[config.mk]
export PLATFORM = sky130hd
export DESIGN_NAME = ex_stage_flat
export DESIGN_NICKNAME = d
export VERILOG_FILES = /design/src/rtl/cpu_pkg.sv /design/src/rtl/ex_stage_if.sv /design/src/rtl/mul_seq.sv /design/src/rtl/ex_stage.sv /design/src/flat_wrapper.sv
export SDC_FILE = /design/constraint.sdc
export NUM_CORES = 1
export LEC_CHECK = 0
export CAP_MARGIN = 20
export CELL_PAD_IN_SITES_DETAIL_PLACEMENT = 2
export CELL_PAD_IN_SITES_GLOBAL_PLACEMENT = 2
export CORE_UTILIZATION = 35
export DETAILED_ROUTE_END_ITERATION = 16
export PLACE_DENSITY_LB_ADDON = 0.1
export SLEW_MARGIN = 20
export SYNTH_ARGS = -nofsm -noshare
export SYNTH_HDL_FRONTEND = slang
export SYNTH_SLANG_ARGS = --single-unit
export TNS_END_PERCENT = 100
[constraint.sdc]
create_clock -name clk -period 5.55 [get_ports clk]
set_input_delay 1.3875 -clock clk [delete_from_list [all_inputs] [get_ports clk]]
set_output_delay 1.3875 -clock clk [all_outputs]
set_load 0.03 [all_outputs]
[src/rtl/cpu_pkg.sv]
// Shared CPU definitions: operand width, multiplier iteration count, opcode set,
// execute-stage FSM states and the registered EX/MEM bundle layout.
package cpu_pkg;

    localparam int DATA_W   = 8;
    localparam int MUL_ITER = 8;
    localparam logic [2:0] MUL_LAST = 3'(MUL_ITER - 1);

    typedef enum logic [3:0] {
        OP_ADD   = 4'h0,
        OP_SUB   = 4'h1,
        OP_AND   = 4'h2,
        OP_OR    = 4'h3,
        OP_XOR   = 4'h4,
        OP_SHL   = 4'h5,
        OP_SHR   = 4'h6,
        OP_MUL   = 4'h7,
        OP_LD    = 4'h8,
        OP_ST    = 4'h9,
        OP_BEQ   = 4'hA,
        OP_BLT   = 4'hB,
        OP_MOV   = 4'hC,
        OP_NOP_D = 4'hD,
        OP_NOP_E = 4'hE,
        OP_NOP_F = 4'hF
    } opcode_e;

    typedef enum logic {
        ST_IDLE = 1'b0,
        ST_BUSY = 1'b1
    } ex_state_e;

    typedef struct packed {
        logic              valid;
        logic [DATA_W-1:0] result;
        logic [DATA_W-1:0] store_data;
        logic              wr_mem;
        logic              rd_mem;
        logic              zero;
        logic              carry;
        logic              br_taken;
        logic [DATA_W-1:0] br_target;
    } ex_out_t;

    function automatic logic is_nop(input opcode_e op);
        return (op == OP_NOP_D) || (op == OP_NOP_E) || (op == OP_NOP_F);
    endfunction

    // Ops that finish in one cycle and produce a live EX/MEM bundle.
    function automatic logic is_single(input opcode_e op);
        return !is_nop(op) && (op != OP_MUL);
    endfunction

endpackage

[src/rtl/ex_stage_if.sv]
// REG/ALU -> EX -> EX/MEM signal bundle; master is the upstream pipeline side,
// slave is the execute stage.
import cpu_pkg::*;

interface ex_stage_if;
    logic              validIn;
    logic [3:0]        opcode;
    logic [DATA_W-1:0] value;
    logic [DATA_W-1:0] labelValue;
    logic [DATA_W-1:0] regA;
    logic [DATA_W-1:0] regB;
    logic              labelFlag;
    logic              writeMemFlag;
    logic              readMemFlag;
    logic              immediateFlag;
    logic              signFlag;
    logic              flush;

    logic              stall;
    logic              validOut;
    logic [DATA_W-1:0] resultOut;
    logic [DATA_W-1:0] storeDataOut;
    logic              writeMemFlagOut;
    logic              readMemFlagOut;
    logic              zeroOut;
    logic              carryOut;
    logic              branchTaken;
    logic [DATA_W-1:0] branchTarget;

    modport master (
        output validIn, opcode, value, labelValue, regA, regB,
               labelFlag, writeMemFlag, readMemFlag, immediateFlag, signFlag, flush,
        input  stall, validOut, resultOut, storeDataOut, writeMemFlagOut,
               readMemFlagOut, zeroOut, carryOut, branchTaken, branchTarget
    );

    modport slave (
        input  validIn, opcode, value, labelValue, regA, regB,
               labelFlag, writeMemFlag, readMemFlag, immediateFlag, signFlag, flush,
        output stall, validOut, resultOut, storeDataOut, writeMemFlagOut,
               readMemFlagOut, zeroOut, carryOut, branchTaken, branchTarget
    );
endinterface

[src/rtl/mul_seq.sv]
// Shift-add multiplier datapath: the first partial product is taken on start,
// then one more per busy cycle; done once no multiplier bits remain.
import cpu_pkg::*;

module mul_seq (
    input  logic              clk,
    input  logic              rst_n,
    input  logic              i_start,
    input  logic              i_busy,
    input  logic [DATA_W-1:0] i_a,
    input  logic [DATA_W-1:0] i_b,
    output logic              o_done,
    output logic [DATA_W-1:0] o_product
);

    logic [DATA_W-1:0] r_mcand;
    logic [DATA_W-1:0] r_mplier;
    logic [DATA_W-1:0] r_acc;

    // Multiplicand shifts left, multiplier shifts right, accumulator sums partial products.
    always_ff @(posedge clk or negedge rst_n) begin
        if (!rst_n) begin
            r_mcand  <= 8'h00;
            r_mplier <= 8'h00;
            r_acc    <= 8'h00;
        end else if (i_start) begin
            r_acc    <= i_b[0] ? i_a : 8'h00;
            r_mcand  <= i_a << 1;
            r_mplier <= i_b >> 1;
        end else if (i_busy) begin
            r_acc    <= r_mplier[0] ? (r_acc + r_mcand) : r_acc;
            r_mcand  <= r_mcand << 1;
            r_mplier <= r_mplier >> 1;
        end else begin
            r_acc    <= r_acc;
            r_mcand  <= r_mcand;
            r_mplier <= r_mplier;
        end
    end

    assign o_done    = (r_mplier == 8'h00);
    assign o_product = r_acc;

endmodule

[src/rtl/ex_stage.sv]
// Execute stage: single-cycle ALU/branch/address ops plus a multi-cycle MUL
// sequenced by an IDLE/BUSY FSM that stalls the upstream REG/ALU register.
import cpu_pkg::*;

module ex_stage (
    input  logic     clk,
    input  logic     rst_n,
    ex_stage_if.slave bus
);

    opcode_e           w_op;
    logic [DATA_W-1:0] w_op_b;
    logic [2:0]        w_shamt;
    logic [DATA_W:0]   w_sum;
    logic [DATA_W:0]   w_diff;
    logic [DATA_W-1:0] w_addr;
    logic [DATA_W-1:0] w_sra;
    logic              w_lt;
    ex_out_t           w_alu;

    ex_state_e         r_state;
    ex_state_e         w_state_nxt;
    logic [2:0]        r_cnt;
    logic [2:0]        w_cnt_nxt;
    ex_out_t           r_out;
    ex_out_t           w_out_nxt;

    logic              w_mul_start;
    logic              w_mul_step;
    logic              w_mul_done;
    logic              w_mul_last;
    logic [DATA_W-1:0] w_mul_product;

    assign w_op    = opcode_e'(bus.opcode);
    assign w_op_b  = bus.immediateFlag ? bus.value : bus.regB;
    assign w_shamt = w_op_b[2:0];
    assign w_sum   = {1'b0, bus.regA} + {1'b0, w_op_b};
    assign w_diff  = {1'b0, bus.regA} - {1'b0, w_op_b};
    assign w_addr  = bus.regA + bus.value;
    assign w_sra   = $unsigned($signed(bus.regA) >>> w_shamt);
    // Branch compare always uses regB, never the immediate.
    assign w_lt    = bus.signFlag ? ($signed(bus.regA) < $signed(bus.regB))
                                  : (bus.regA < bus.regB);

    // Single-cycle result bundle for the instruction currently presented.
    always_comb begin
        w_alu = '0;
        case (w_op)
            OP_ADD: begin
                w_alu.result = w_sum[DATA_W-1:0];
                w_alu.carry  = w_sum[DATA_W];
            end
            OP_SUB: begin
                w_alu.result = w_diff[DATA_W-1:0];
                w_alu.carry  = w_diff[DATA_W];
            end
            OP_AND:  w_alu.result = bus.regA & w_op_b;
            OP_OR:   w_alu.result = bus.regA | w_op_b;
            OP_XOR:  w_alu.result = bus.regA ^ w_op_b;
            OP_SHL:  w_alu.result = bus.regA << w_shamt;
            OP_SHR:  w_alu.result = bus.signFlag ? w_sra : (bus.regA >> w_shamt);
            OP_MUL:  w_alu.result = 8'h00;
            OP_LD, OP_ST: begin
                w_alu.result     = w_addr;
                w_alu.store_data = bus.regB;
            end
            OP_BEQ: begin
                w_alu.br_taken  = bus.labelFlag && (bus.regA == bus.regB);
                w_alu.br_target = bus.labelValue;
            end
            OP_BLT: begin
                w_alu.br_taken  = bus.labelFlag && w_lt;
                w_alu.br_target = bus.labelValue;
            end
            OP_MOV:  w_alu.result = w_op_b;
            default: w_alu.result = 8'h00;
        endcase
        if (is_single(w_op)) begin
            w_alu.valid  = 1'b1;
            w_alu.wr_mem = bus.writeMemFlag;
            w_alu.rd_mem = bus.readMemFlag;
            w_alu.zero   = (w_alu.result == 8'h00);
        end else begin
            w_alu = '0;
        end
    end

    assign w_mul_last = (r_state == ST_BUSY) && (r_cnt == MUL_LAST) && w_mul_done;
    assign w_mul_step = (r_state == ST_BUSY) && !bus.flush;
    assign bus.stall  = ((r_state == ST_IDLE) && bus.validIn && (w_op == OP_MUL)) ||
                        ((r_state == ST_BUSY) && (r_cnt != MUL_LAST));

    // Next state, counter and EX/MEM bundle; flush overrides completion and accept.
    always_comb begin
        w_state_nxt = r_state;
        w_cnt_nxt   = r_cnt;
        w_out_nxt   = '0;
        w_mul_start = 1'b0;
        if (bus.flush) begin
            w_state_nxt = ST_IDLE;
            w_cnt_nxt   = 3'd0;
        end else begin
            case (r_state)
                ST_IDLE: begin
                    if (bus.validIn && (w_op == OP_MUL)) begin
                        w_state_nxt = ST_BUSY;
                        w_cnt_nxt   = 3'd0;
                        w_mul_start = 1'b1;
                    end else if (bus.validIn) begin
                        w_out_nxt = w_alu;
                    end else begin
                        w_out_nxt = '0;
                    end
                end
                ST_BUSY: begin
                    if (w_mul_last) begin
                        w_state_nxt      = ST_IDLE;
                        w_cnt_nxt        = 3'd0;
                        w_out_nxt.valid  = 1'b1;
                        w_out_nxt.result = w_mul_product;
                        w_out_nxt.zero   = (w_mul_product == 8'h00);
                    end else begin
                        w_cnt_nxt = r_cnt + 3'd1;
                    end
                end
                default: begin
                    w_state_nxt = ST_IDLE;
                    w_cnt_nxt   = 3'd0;
                end
            endcase
        end
    end

    // FSM state and iteration counter.
    always_ff @(posedge clk or negedge rst_n) begin
        if (!rst_n) begin
            r_state <= ST_IDLE;
            r_cnt   <= 3'd0;
        end else begin
            r_state <= w_state_nxt;
            r_cnt   <= w_cnt_nxt;
        end
    end

    // EX/MEM output register.
    always_ff @(posedge clk or negedge rst_n) begin
        if (!rst_n) begin
            r_out <= '0;
        end else begin
            r_out <= w_out_nxt;
        end
    end

    mul_seq u_mul_seq (
        .clk       (clk),
        .rst_n     (rst_n),
        .i_start   (w_mul_start),
        .i_busy    (w_mul_step),
        .i_a       (bus.regA),
        .i_b       (w_op_b),
        .o_done    (w_mul_done),
        .o_product (w_mul_product)
    );

    assign bus.validOut        = r_out.valid;
    assign bus.resultOut       = r_out.result;
    assign bus.storeDataOut    = r_out.store_data;
    assign bus.writeMemFlagOut = r_out.wr_mem;
    assign bus.readMemFlagOut  = r_out.rd_mem;
    assign bus.zeroOut         = r_out.zero;
    assign bus.carryOut        = r_out.carry;
    assign bus.branchTaken     = r_out.br_taken;
    assign bus.branchTarget    = r_out.br_target;

endmodule

[src/flat_wrapper.sv]
// flat-port wrapper written by rule: the top's interface ports become plain ports
module ex_stage_flat 
  (clk, rst_n, bus_validIn, bus_opcode, bus_value, bus_labelValue, bus_regA, bus_regB, bus_labelFlag, bus_writeMemFlag, bus_readMemFlag, bus_immediateFlag, bus_signFlag, bus_flush, bus_stall, bus_validOut, bus_resultOut, bus_storeDataOut, bus_writeMemFlagOut, bus_readMemFlagOut, bus_zeroOut, bus_carryOut, bus_branchTaken, bus_branchTarget);
  ex_stage_if bus_i ();
  input  logic clk;
  input  logic rst_n;
  input wire logic [$bits(bus_i.validIn)-1:0] bus_validIn;
  input wire logic [$bits(bus_i.opcode)-1:0] bus_opcode;
  input wire logic [$bits(bus_i.value)-1:0] bus_value;
  input wire logic [$bits(bus_i.labelValue)-1:0] bus_labelValue;
  input wire logic [$bits(bus_i.regA)-1:0] bus_regA;
  input wire logic [$bits(bus_i.regB)-1:0] bus_regB;
  input wire logic [$bits(bus_i.labelFlag)-1:0] bus_labelFlag;
  input wire logic [$bits(bus_i.writeMemFlag)-1:0] bus_writeMemFlag;
  input wire logic [$bits(bus_i.readMemFlag)-1:0] bus_readMemFlag;
  input wire logic [$bits(bus_i.immediateFlag)-1:0] bus_immediateFlag;
  input wire logic [$bits(bus_i.signFlag)-1:0] bus_signFlag;
  input wire logic [$bits(bus_i.flush)-1:0] bus_flush;
  output wire logic [$bits(bus_i.stall)-1:0] bus_stall;
  output wire logic [$bits(bus_i.validOut)-1:0] bus_validOut;
  output wire logic [$bits(bus_i.resultOut)-1:0] bus_resultOut;
  output wire logic [$bits(bus_i.storeDataOut)-1:0] bus_storeDataOut;
  output wire logic [$bits(bus_i.writeMemFlagOut)-1:0] bus_writeMemFlagOut;
  output wire logic [$bits(bus_i.readMemFlagOut)-1:0] bus_readMemFlagOut;
  output wire logic [$bits(bus_i.zeroOut)-1:0] bus_zeroOut;
  output wire logic [$bits(bus_i.carryOut)-1:0] bus_carryOut;
  output wire logic [$bits(bus_i.branchTaken)-1:0] bus_branchTaken;
  output wire logic [$bits(bus_i.branchTarget)-1:0] bus_branchTarget;
  assign bus_i.validIn = bus_validIn;
  assign bus_i.opcode = bus_opcode;
  assign bus_i.value = bus_value;
  assign bus_i.labelValue = bus_labelValue;
  assign bus_i.regA = bus_regA;
  assign bus_i.regB = bus_regB;
  assign bus_i.labelFlag = bus_labelFlag;
  assign bus_i.writeMemFlag = bus_writeMemFlag;
  assign bus_i.readMemFlag = bus_readMemFlag;
  assign bus_i.immediateFlag = bus_immediateFlag;
  assign bus_i.signFlag = bus_signFlag;
  assign bus_i.flush = bus_flush;
  assign bus_stall = bus_i.stall;
  assign bus_validOut = bus_i.validOut;
  assign bus_resultOut = bus_i.resultOut;
  assign bus_storeDataOut = bus_i.storeDataOut;
  assign bus_writeMemFlagOut = bus_i.writeMemFlagOut;
  assign bus_readMemFlagOut = bus_i.readMemFlagOut;
  assign bus_zeroOut = bus_i.zeroOut;
  assign bus_carryOut = bus_i.carryOut;
  assign bus_branchTaken = bus_i.branchTaken;
  assign bus_branchTarget = bus_i.branchTarget;
  ex_stage u_core (.clk(clk), .rst_n(rst_n), .bus(bus_i));
endmodule
==> flow_metrics.tcl <==
set metrics [dict create \
    status "finished, final reports clean" \
    num_vias 5297 \
    synth-edff-count 0 \
    drv_cap 0 \
    pre_cts_slack_ns 0.395 \
    syn_to_final_growth_pct 23.7 \
    start_util_pct 35.9 \
    hpwlAfterDp_um 17200 \
    synth.top_cell.area_share_pct 28.1 \
    final_cells 875 \
    die_x_um 121 \
    synth.distinct_cells 67 \
    ys_warn_count 0 \
    cts_setup_buffers 0 \
    yosysMostFrequentCell "nand2_1" \
    ant_nets 0 \
    cts_tree "built" \
    synth_fp_nets 722 \
    synth_top_area_cell "dfrtp_1" \
    startpoint "bus_immediateFlag" \
    grt_overflow 0 \
    hp-start "u_core.u_mul_seq.r_mcand[7]" \
    fin_tns_setup_ns 0 \
    clock_skew_ns 0.00591 \
    antenna_found_initial 0 \
    htreeDepth 2 \
    drc 0 \
    grt_pass1_wl_um 34200 \
    ys_ff_latch 56 \
    cts_buffers 5 \
    post-route-cell-area_mm2 0.00617 \
    port_buffers 75 \
    syn_inst 625 \
    worst_pin_slew_ns 1.00 \
    cts_hold_buf 0 \
    slew_headroom_pct 33.2 \
    path_clk_slew_ns 0.07 \
    routed_wl_um 22400 \
    grt_pass1_vias 5704 \
    num-fill-cells 1604 \
    clk_latency_ns 0.30 \
    crit_slowest_cell "clkdlybuf4s50_1" \
    avgSynthCellArea_um2 7.98 \
    die_height_um 121 \
    critical_path_class "primary input to flop" \
    final-seq-area_mm2 0.00140 \
    drtIter0Drc 392 \
    final_max_slew_viol_count 0 \
    fin_nets 791 \
    crit_chain "clkdlybuf4s50_1 > buf_4 > mux2i_1 > ha_1 > inv_1 > a21oi_1 > o31ai_1 > xnor2_1 > o211ai_1 > a221o_1 > a211oi_1 > a41o_1" \
    ys_top_cells_by_area "dfrtp_1, ha_1, a21oi_1" \
    vdd_drop_max_mv 0.136 \
    drt-wirelength-per-cell_um 25.6 \
    track_usage_pct 31.3 \
    whs_ns 0.524 \
    die_area_mm2 0.0147 \
    rsz0062_at_grt "no" \
    arrival_ns 5.08 \
    setup_viol 0 \
    timing.rr.start "u_core.r_state" \
    critPathLaunchType "primary input" \
    first_pass_iters 5 \
    cts.repair.resized 0 \
    clock_path_buffers 2 \
    period_share_pct 87.2 \
    place_area_mm2 0.00599 \
    synth_area_mm2 0.00499 \
    grt_max_degree 57 \
    pin_count 76 \
    synthArstFlopShare_pct 100 \
    root_buffer "clkbuf_16" \
    dp_cells 867 \
    drt-vias-per-instance 6.05 \
    num_rows 43 \
    drive_gt1_share_pct 6.19 \
    clkSinkCount 56 \
    ys_seq_area_share_pct 28.1 \
    worst-path-max-fanout 8 \
    p_per_area_mw_per_mm2 254 \
    setup_slack_ns 0.708 \
    required_ns 5.78 \
    period_needed_ns 4.84 \
    cp-end-kind "flop" \
    diodes 0 \
    p_leak_uw 0.00271 \
    slowest_delay_ns 0.68 \
    core-area_mm2 0.0139 \
    ys.flop_type "dfrtp_1" \
    gp_congestion 0.926 \
    multi_input_area_mm2 0.00328 \
    fmax_mhz 207 \
    hold_path.class "flop to flop" \
    synth_common_cells "nand2_1, dfrtp_1, nor2_1, a21oi_1, ha_1" \
    hold_violations 0 \
]
[routing by layer]
layer  up-vias  share of wire (%)  track usage, %
met1      2701                 43            41.0
li1       2388                  -               -
met5         -                  0               0
met4         0                2.9            9.88
met2       169                 49            53.6
met3        39                5.4            3.05
[registers in the layout, summed over array words and instances, names as in the netlist]
name	cells
u_core.bus.branchTaken	1
u_core.bus.branchTarget	8
u_core.bus.carryOut	1
u_core.bus.readMemFlagOut	1
u_core.bus.resultOut	8
u_core.bus.storeDataOut	8
u_core.bus.validOut	1
u_core.bus.writeMemFlagOut	1
u_core.bus.zeroOut	1
u_core.r_cnt	3
u_core.r_state	1
u_core.u_mul_seq.o_product	8
u_core.u_mul_seq.r_mcand	7
u_core.u_mul_seq.r_mplier	7
[worst paths after layout]
| check | to | slack (ns) | depth (start not counted) |
|---|---|---|---|
| worst min-delay path | u_core.u_mul_seq.r_mcand[7] | 0.52 | 2 |
| worst min register to register | u_core.u_mul_seq.r_mcand[7] | 0.52 | 2 |
| min in group asynchronous | u_core.u_mul_seq.r_mplier[5] | 1.23 | 2 |
| worst max register to register | u_core.bus.zeroOut | 2.84 | 10 |
| worst max-delay path | u_core.bus.zeroOut | 0.71 | 12 |
| max in group asynchronous | u_core.bus.resultOut[1] | 3.82 | 2 |
[area by class of cell]
class	count	area share (%)
Multi-Input combinational cell	490	53.1
Tap cell	180	3.65
Clock inverter	1	0.487
Inverter	43	2.66
Clock buffer	7	2.47
Timing Repair Buffer	98	14.9
Sequential cell	56	22.7
[critical path: cells and delay by family]
kind | cells | cell delay [ns]
multiplexers | 1 | 0.64
XOR/XNOR | 1 | 0.18
buffers and inverters | 3 | 1.06
AO/OA/AOI/OAI | 6 | 1.36
adder cells (fa/ha/maj) | 1 | 0.43
[layout by cell type, fill, tap and decap left out, types with 11 or more instances in the layout]
master and instances:
clkdlybuf4s50_1 74, nand2_1 64, dfrtp_1 56, nor2_1 55, a21oi_1 54, ha_1 48, inv_1 40, o21ai_0 38
buf_4 23, nor3_1 22, nand3_1 19, xnor2_1 12, a31oi_1 11, mux2i_1 11, o211ai_1 11
[through the flow]
step	power, uW	util, %
6_report	1570	44.4
5_1_grt	1650	44.4
4_1_cts	1570	44.4
3_5_place_dp	1170	43.1
3_3_place_gp	1140	43.1
2_1_floorplan	926	-
[where the power goes]
part | switching (uW) | total, uW | internal [uW]
clock | 151 | 389 | 238
sequential | 65.5 | 528 | 462
combinational | 386 | 650 | 264
[kinds of logic after synthesis]
group	count (synthesis)	synth area share (%)
and+or+nand+nor	223	21.7
muxes	14	3.56
xor gates and xnor gates	14	2.46
buffers and inverters	79	6.30
AOI/OAI and AO/OA	187	24.3
DFF	56	28.1
adders and majority gates	52	13.6
No activity file was read; power rests on OpenSTA's default activity.
